### src/rtl/nn_pkg.sv
// Shared constants and state encoding for the NN sample sequencer.
package nn_pkg;

  localparam int NUM_FEATURES = 62;
  localparam int DATA_W       = 8;
  localparam int NUM_SAMPLES  = 750;
  localparam int WAIT_CYCLES  = 302;
  localparam int FEAT_VEC_W   = NUM_FEATURES * DATA_W;

  typedef enum logic [2:0] {
    S_IDLE,
    S_FETCH,
    S_DRAIN,
    S_NNRST,
    S_RUN,
    S_CMP,
    S_DONE
  } state_t;

endpackage

### src/rtl/nn_wait_timer.sv
// Loadable down-counter that bounds the inference wait; zero_o flags expiry.
module nn_wait_timer #(
  parameter int W = 9
) (
  input  logic         clk,
  input  logic         rst,
  input  logic         load_i,
  input  logic [W-1:0] load_val_i,
  input  logic         en_i,
  output logic         zero_o
);

  logic [W-1:0] count_q, count_d;

  always_comb begin
    count_d = count_q;
    if (load_i) begin
      count_d = load_val_i;
    end else if (en_i && (count_q != '0)) begin
      count_d = count_q - 1'b1;
    end
  end

  always_ff @(posedge clk or negedge rst) begin
    if (!rst) begin
      count_q <= '0;
    end else begin
      count_q <= count_d;
    end
  end

  assign zero_o = (count_q == '0);

endmodule

### src/rtl/nn_sample_sequencer.sv
// Streams feature samples into the NN core, scores labels and counts hits.
// Optional macro NN_DONE_HANDSHAKE_EN adds nn_done early exit and timeout_cnt.
module nn_sample_sequencer #(
  parameter int NUM_FEATURES = 62,
  parameter int DATA_W       = 8,
  parameter int NUM_SAMPLES  = 750,
  parameter int ADDR_W       = 16,
  parameter int LBL_ADDR_W   = 10,
  parameter int WAIT_CYCLES  = 302,
  parameter int CNT_W        = 32
) (
  input  logic                           clk,
  input  logic                           rst,
  input  logic                           go,
  output logic                           feat_rd,
  output logic [ADDR_W-1:0]              feat_addr,
  input  logic [DATA_W-1:0]              feat_rdata,
  output logic                           lbl_rd,
  output logic [LBL_ADDR_W-1:0]          lbl_addr,
  input  logic [DATA_W-1:0]              lbl_rdata,
  output logic [NUM_FEATURES*DATA_W-1:0] nn_data,
  output logic                           nn_rst,
  output logic                           nn_start,
  input  logic [DATA_W-1:0]              nn_label,
`ifdef NN_DONE_HANDSHAKE_EN
  input  logic                           nn_done,
  output logic [CNT_W-1:0]               timeout_cnt,
`endif
  output logic                           busy,
  output logic                           done,
  output logic [LBL_ADDR_W-1:0]          sample_idx,
  output logic [CNT_W-1:0]               num_correct
);

  import nn_pkg::*;

  localparam int JW = (NUM_FEATURES > 1) ? $clog2(NUM_FEATURES) : 1;
  localparam int TW = (WAIT_CYCLES > 1) ? $clog2(WAIT_CYCLES) : 1;
  localparam int VW = NUM_FEATURES * DATA_W;

  state_t                  state_q, state_d;
  logic [JW-1:0]           j_q, j_d, rd_idx_q;
  logic [ADDR_W-1:0]       base_q, base_d;
  logic [LBL_ADDR_W-1:0]   idx_q, idx_d;
  logic [CNT_W-1:0]        correct_q, correct_d;
  logic [DATA_W-1:0]       golden_q;
  logic [VW-1:0]           data_q;
  logic                    rd_vld_q, lbl_vld_q;
  logic                    tmr_zero, run_exit, hit, last_j, last_sample, start_ok;

  assign last_j      = (j_q == JW'(NUM_FEATURES - 1));
  assign last_sample = (idx_q == LBL_ADDR_W'(NUM_SAMPLES - 1));
  assign start_ok    = ((state_q == S_IDLE) || (state_q == S_DONE)) && go;

  // The timer is reloaded with WAIT_CYCLES-1 so RUN lasts exactly WAIT_CYCLES cycles.
  nn_wait_timer #(.W(TW)) u_timer (
    .clk        (clk),
    .rst        (rst),
    .load_i     (state_q == S_NNRST),
    .load_val_i (TW'(WAIT_CYCLES - 1)),
    .en_i       (state_q == S_RUN),
    .zero_o     (tmr_zero)
  );

`ifdef NN_DONE_HANDSHAKE_EN
  logic             tmo_flag_q;
  logic [CNT_W-1:0] tmo_cnt_q;

  assign run_exit = nn_done | tmr_zero;
  assign hit      = (nn_label == golden_q) && !tmo_flag_q;

  always_ff @(posedge clk or negedge rst) begin
    if (!rst) begin
      tmo_flag_q <= 1'b0;
      tmo_cnt_q  <= '0;
    end else begin
      if ((state_q == S_RUN) && run_exit) tmo_flag_q <= !nn_done;
      if (start_ok) begin
        tmo_cnt_q <= '0;
      end else if ((state_q == S_CMP) && tmo_flag_q && (tmo_cnt_q != '1)) begin
        tmo_cnt_q <= tmo_cnt_q + 1'b1;
      end
    end
  end

  assign timeout_cnt = tmo_cnt_q;
`else
  assign run_exit = tmr_zero;
  assign hit      = (nn_label == golden_q);
`endif

  always_ff @(posedge clk or negedge rst) begin
    if (!rst) begin
      state_q <= S_IDLE;
    end else begin
      state_q <= state_d;
    end
  end

  always_comb begin
    state_d = state_q;
    unique case (state_q)
      S_IDLE, S_DONE: if (go) state_d = S_FETCH;
      S_FETCH:        if (last_j) state_d = S_DRAIN;
      S_DRAIN:        state_d = S_NNRST;
      S_NNRST:        state_d = S_RUN;
      S_RUN:          if (run_exit) state_d = S_CMP;
      S_CMP:          state_d = last_sample ? S_DONE : S_FETCH;
      default:        state_d = S_IDLE;
    endcase
  end

  // Base address advances by addition so no multiplier is needed.
  always_comb begin
    j_d       = j_q;
    base_d    = base_q;
    idx_d     = idx_q;
    correct_d = correct_q;
    if (start_ok) begin
      j_d       = '0;
      base_d    = '0;
      idx_d     = '0;
      correct_d = '0;
    end else if (state_q == S_FETCH) begin
      j_d = last_j ? '0 : j_q + 1'b1;
    end else if (state_q == S_CMP) begin
      if (hit && (correct_q != '1)) correct_d = correct_q + 1'b1;
      if (!last_sample) begin
        idx_d  = idx_q + 1'b1;
        base_d = base_q + ADDR_W'(NUM_FEATURES);
      end
    end
  end

  // Read data returns one cycle late, so the byte index is delayed to match.
  always_ff @(posedge clk or negedge rst) begin
    if (!rst) begin
      j_q       <= '0;
      base_q    <= '0;
      idx_q     <= '0;
      correct_q <= '0;
      rd_vld_q  <= 1'b0;
      rd_idx_q  <= '0;
      lbl_vld_q <= 1'b0;
      golden_q  <= '0;
      data_q    <= '0;
    end else begin
      j_q       <= j_d;
      base_q    <= base_d;
      idx_q     <= idx_d;
      correct_q <= correct_d;
      rd_vld_q  <= feat_rd;
      rd_idx_q  <= j_q;
      lbl_vld_q <= lbl_rd;
      if (lbl_vld_q) golden_q <= lbl_rdata;
      if (rd_vld_q) data_q[int'(rd_idx_q)*DATA_W +: DATA_W] <= feat_rdata;
    end
  end

  always_comb begin
    feat_rd   = (state_q == S_FETCH);
    feat_addr = feat_rd ? (base_q + ADDR_W'(j_q)) : '0;
    lbl_rd    = feat_rd && (j_q == '0);
    lbl_addr  = idx_q;
    nn_rst    = (state_q == S_NNRST);
    nn_start  = (state_q == S_NNRST) || (state_q == S_RUN);
    busy      = !((state_q == S_IDLE) || (state_q == S_DONE));
    done      = (state_q == S_DONE);
  end

  assign nn_data     = data_q;
  assign sample_idx  = idx_q;
  assign num_correct = correct_q;

endmodule

### config.mk
export PLATFORM = sky130hd
export DESIGN_NAME = nn_sample_sequencer
export DESIGN_NICKNAME = d
export VERILOG_FILES = /design/src/rtl/nn_pkg.sv /design/src/rtl/nn_wait_timer.sv /design/src/rtl/nn_sample_sequencer.sv
export SDC_FILE = /design/constraint.sdc
export NUM_CORES = 1
export LEC_CHECK = 0
export CORE_ASPECT_RATIO = 0.5
export CORE_UTILIZATION = 45
export DETAILED_ROUTE_END_ITERATION = 6
export GPL_TIMING_DRIVEN = 0
export PLACE_DENSITY_LB_ADDON = 0.08
export SYNTH_ARGS = -nofsm -noshare
export SYNTH_HDL_FRONTEND = slang
export SYNTH_SLANG_ARGS = --single-unit
export TNS_END_PERCENT = 5
### constraint.sdc
create_clock -name clk -period 8.6 [get_ports clk]
set_input_delay 2.15 -clock clk [delete_from_list [all_inputs] [get_ports clk]]
set_output_delay 2.15 -clock clk [all_outputs]
set_load 0.005 [all_outputs]
==> summary.md, run 1 <==
| Metric | Value |
|---|---|
| Fin crit period | about 5.3 ns |
| Share of layout cells above drive strength 1 | 12.8% |
| Clk root buf | clkbuf_16 |
| CTS tree | yes |
| Pwr Density | between 150 and 200 nW/um^2 |
| Slowest CP cell | clkdlybuf4s50_1 |
| Worst slew pin tran | roughly 1.3 ns |
| Mux contribution to synthesized area | 10.9% |
| HPWL after DPL | 63200 um |
| Core area | ~56000 um^2 |
| Final setup vio count | 0 |
| Routed Wire Length | 86800 um |
| Yosys top cell by area | dfrtp_1 |
| TritonCTS sink count | about 590 |
| Grt ovf | 0 |
| Drt wl/cell | 22.9 um |
| Setup Buffers After CTS | 0 |
| Avg Cell Area, Syn | 11.0 um^2 |
| Buffer and inverter count on the worst path | 4 |
| Largest cells by area after synthesis | dfrtp_1 57%, mux2_2 10%, o31ai_1 7.6%, nand2_1 6.0%, nor2_1 3.6% |
| Slew headroom | 16.1% |
| Syn Nets | roughly 2400 |
| Synth top area share | 57.5% |
| Cells along the critical path | clkbuf_1, or3b_2, clkbuf_1, inv_1, and3_1, clkdlybuf4s50_1 |
| Rows | between 60 and 70 |
| Crit-path max FO | 10 |
| Post_cts resized | 0 |
| Vias in the first global route | 20445 |
| Final slew viol count | 0 |
| Clock Skews | ~0.031 ns |
| Min Hold Slack | 0.473 ns |
| Non-Filler Instances | 3787 |
| Worst Path Arrival | 3.16 ns |
| Initial antenna violation count | 0 |
| Die width | 339 um |
| Die extent in y | 170 um |
| Post-synth EDFFs | 0 |
| Die area | 57800 um^2 |
| Async SR Flop Fraction | 100% |
| Status | complete, no violations |
| # DRC | 0 |
| Ports | around 600 |
| Fin area | roughly 34000 um^2 |
| Synth warnings | 0 |
| Layout area overhead | 34.4% |
| Crit path top cell by count | clkbuf_1 |
| Most used flip-flop cell after synthesis | dfrtp_1 |
| Leak | roughly 15 nW |
| Largest family of logic cells by synthesized area | simple AND/OR/NAND/NOR gates |
| Nets | 3032 |
| Sum Neg Setup Slack | 0 ns |
| First-pass GRT wire length | 129000 um |
| Gate Count Post-Synth | between 2000 and 2500 |
| Max Cap Violations | 0 |
| Vias/cell | ~5.6 |
| Number of synthesized register bits | 587 |
| Bufs on Longest Clock Path | 3 |
| CTS Buf Count | 53 |
| First drt pass iteration count | 5 |
| Fillers | 4713 |
| Yosys cell types | 71 |
| Hold WC Path Type | flop to flop |
| Ant. Diodes | 0 |
| Simple-gate share of the synthesized area | 15.5% |
| # placed instances | 3690 |
| Sequential share of the synthesized area | a little under three fifths |
| Initial DRC count | 1604 |
| Type of the worst setup path | flop to primary output |
| Post-Synth Adder-Cell Area | 0.735% |
| RSZ-0062 raised after global routing | no |
| # H-tree levels | 2 |
| Gr usage total | roughly 29% |
| Startpoint Class | flop |
| Buffers on Ports | 596 |
| Initial core utilization | roughly 46% |
| Max IR drop VDD | 144 uV |
| Post-synthesis compound-gate area fraction | a little over a tenth |
| Worst-Skew Late Latency | 0.61 ns |
| Gpl congestion | approximately 0.90 |
| Post-CTS Hold Buffers | 0 |
| Achievable clock frequency | 188 MHz |
| Via count | 21305 |
| Period utilisation layout | 61.7% |
| Xor/xnor share of the synthesized area | 1.61% |
| Clock transition at path regs | roughly 0.070 ns |
| Placed Area | 32600 um^2 |
| Netlist Area Pre-Place | 25500 um^2 |
| Crit path required time | 6.45 ns |
| CP delay by family, top | buffers and inverters |
| Largest net degree at the start of global routing | 120 |
| Slowest Stage Delay on Critical Path | around 0.53 ns |
| ANT nets after route | 0 |
| Hold Fails Final Rpt | 0 |
| Critical Path End Type | primary output |
worst min-delay path, stage by stage, from the launching register on:
cell and delay [ns]:
dfrtp_1 0.34, nand2_1 0.05, o31ai_1 0.05
where the power goes:
part	switching [mW]	leakage [nW]	total (mW)	internal, mW
logic	0.0874	7.53	0.134	0.0467
registers	0.00593	6.70	2.78	2.77
clock network	1.08	0.841	2.40	1.32
total	1.18	15.1	5.31	4.14
placed cells by master (no fill, tap or decap), drive strengths merged, types with 5 or more instances in the layout:
master | synthesis | final
clkdlybuf4s50 | 0 | 595
dfrtp | 587 | 587
nand2 | 412 | 412
o31ai | 259 | 259
nor2 | 243 | 243
mux2 | 232 | 232
clkbuf | 105 | 184
nand3 | 55 | 55
buf | 42 | 49
nand4 | 47 | 47
o21ai | 40 | 40
inv | 30 | 32
xor2 | 28 | 28
a21oi | 28 | 28
or4 | 21 | 21
nor3 | 20 | 20
xnor2 | 18 | 18
mux2i | 16 | 16
and3 | 15 | 15
ha | 15 | 15
nand2b | 11 | 11
o211ai | 10 | 10
or3 | 9 | 9
clkinv | 0 | 9
and4 | 8 | 8
and2 | 7 | 7
nor4 | 7 | 7
o311ai | 6 | 6
o41ai | 6 | 6
nor2b | 5 | 5
a2111oi | 5 | 5
path summary, 6_finish.rpt:
path | startpoint | endpoint | slack (ns) | depth (start not counted)
worst max-delay path | state_q[0] | lbl_rd | 3.29 | 6
worst min-delay path | nn_data[276] | nn_data[276] | 0.47 | 2
worst max register to register | rd_idx_q[0] | nn_data[158] | 4.67 | 9
worst min register to register | nn_data[276] | nn_data[276] | 0.47 | 2
max in group asynchronous | rst | nn_data[440] | 5.07 | 4
min in group asynchronous | rst | nn_data[159] | 1.52 | 1
cells in the mapped netlist, drive strengths merged, types with 4 or more instances:
cell and instances:
a2111oi 5, a21oi 28, and2 7, and3 15, and4 8, buf 42
clkbuf 105, dfrtp 587, ha 15, inv 30, mux2 232, mux2i 16
nand2 412, nand2b 11, nand3 55, nand4 47, nand4b 4, nor2 243
nor2b 5, nor3 20, nor4 7, nor4b 4, o211ai 10, o21ai 40
o311ai 6, o31ai 259, o41ai 6, or3 9, or4 21, xnor2 18
xor2 28
per-stage QoR:
step                util [%]  worst slack, ns  total power, mW
floorplan                  -             4.72             2.85
finish                  61.5             3.29             5.31
CTS                     61.5             3.21             5.35
global route            61.5             3.09             5.49
detailed placement      58.4             3.87             2.97
global placement        58.2           -21.41             2.97
metal layers:
layer | vias to the layer above | part of all wire [%] | global-route usage, %
met3 | 189 | 5.0 | 3.82
met2 | 710 | 50 | 50.4
li1 | 9610 | - | -
met5 | - | 0 | 0
met4 | 0 | 4.4 | 11.9
met1 | 10796 | 41 | 37.8
logic make-up (layout without fill, tap and decap cells):
family,after synthesis,after routing
AOI/OAI and AO/OA,382,382
buffers and inverters,177,875
adders and majority gates,15,15
xor gates and xnor gates,46,46
muxes,248,248
DFF,587,587
and+or+nand+nor,878,878
registers in the layout, summed over array words and instances (netlist names):
signal / cells
lbl_vld_q: 1
u_timer.count_q: 9
j_q: 6
rd_vld_q: 1
num_correct: 32
lbl_addr: 10
nn_data: 496
base_q: 15
state_q: 3
golden_q: 8
rd_idx_q: 6
layout make-up:
type / count / area (um^2) / area share (%)
clock buffers: 79 / 1560 / 4.55
plain buffers: 147 / 631 / 1.84
inverters: 30 / 113 / 0.328
repair buffers: 602 / 6120 / 17.8
well taps: 756 / 946 / 2.75
multi-input cells: 1569 / 10100 / 29.5
flip-flops and latches: 587 / 14700 / 42.8
clock inverters: 17 / 156 / 0.455
(Power assumes the default switching activity.)
==> run 2: changes to the inputs <==
- clock period: 8.6 -> 5 ns (I/O delays scaled with it)
==> results of run 2 <==
The final DEF is identical to that of run 1. Status: complete, no violations.
Main changes from that run: setup slack after placement 3.87 ns -> 0.913 ns; setup slack after layout 3.29 ns -> 0.593 ns; register-to-register setup slack 4.67 ns -> 1.07 ns; total power 5.31 mW -> 9.14 mW; worst IR drop on VDD 144 uV -> 247 uV
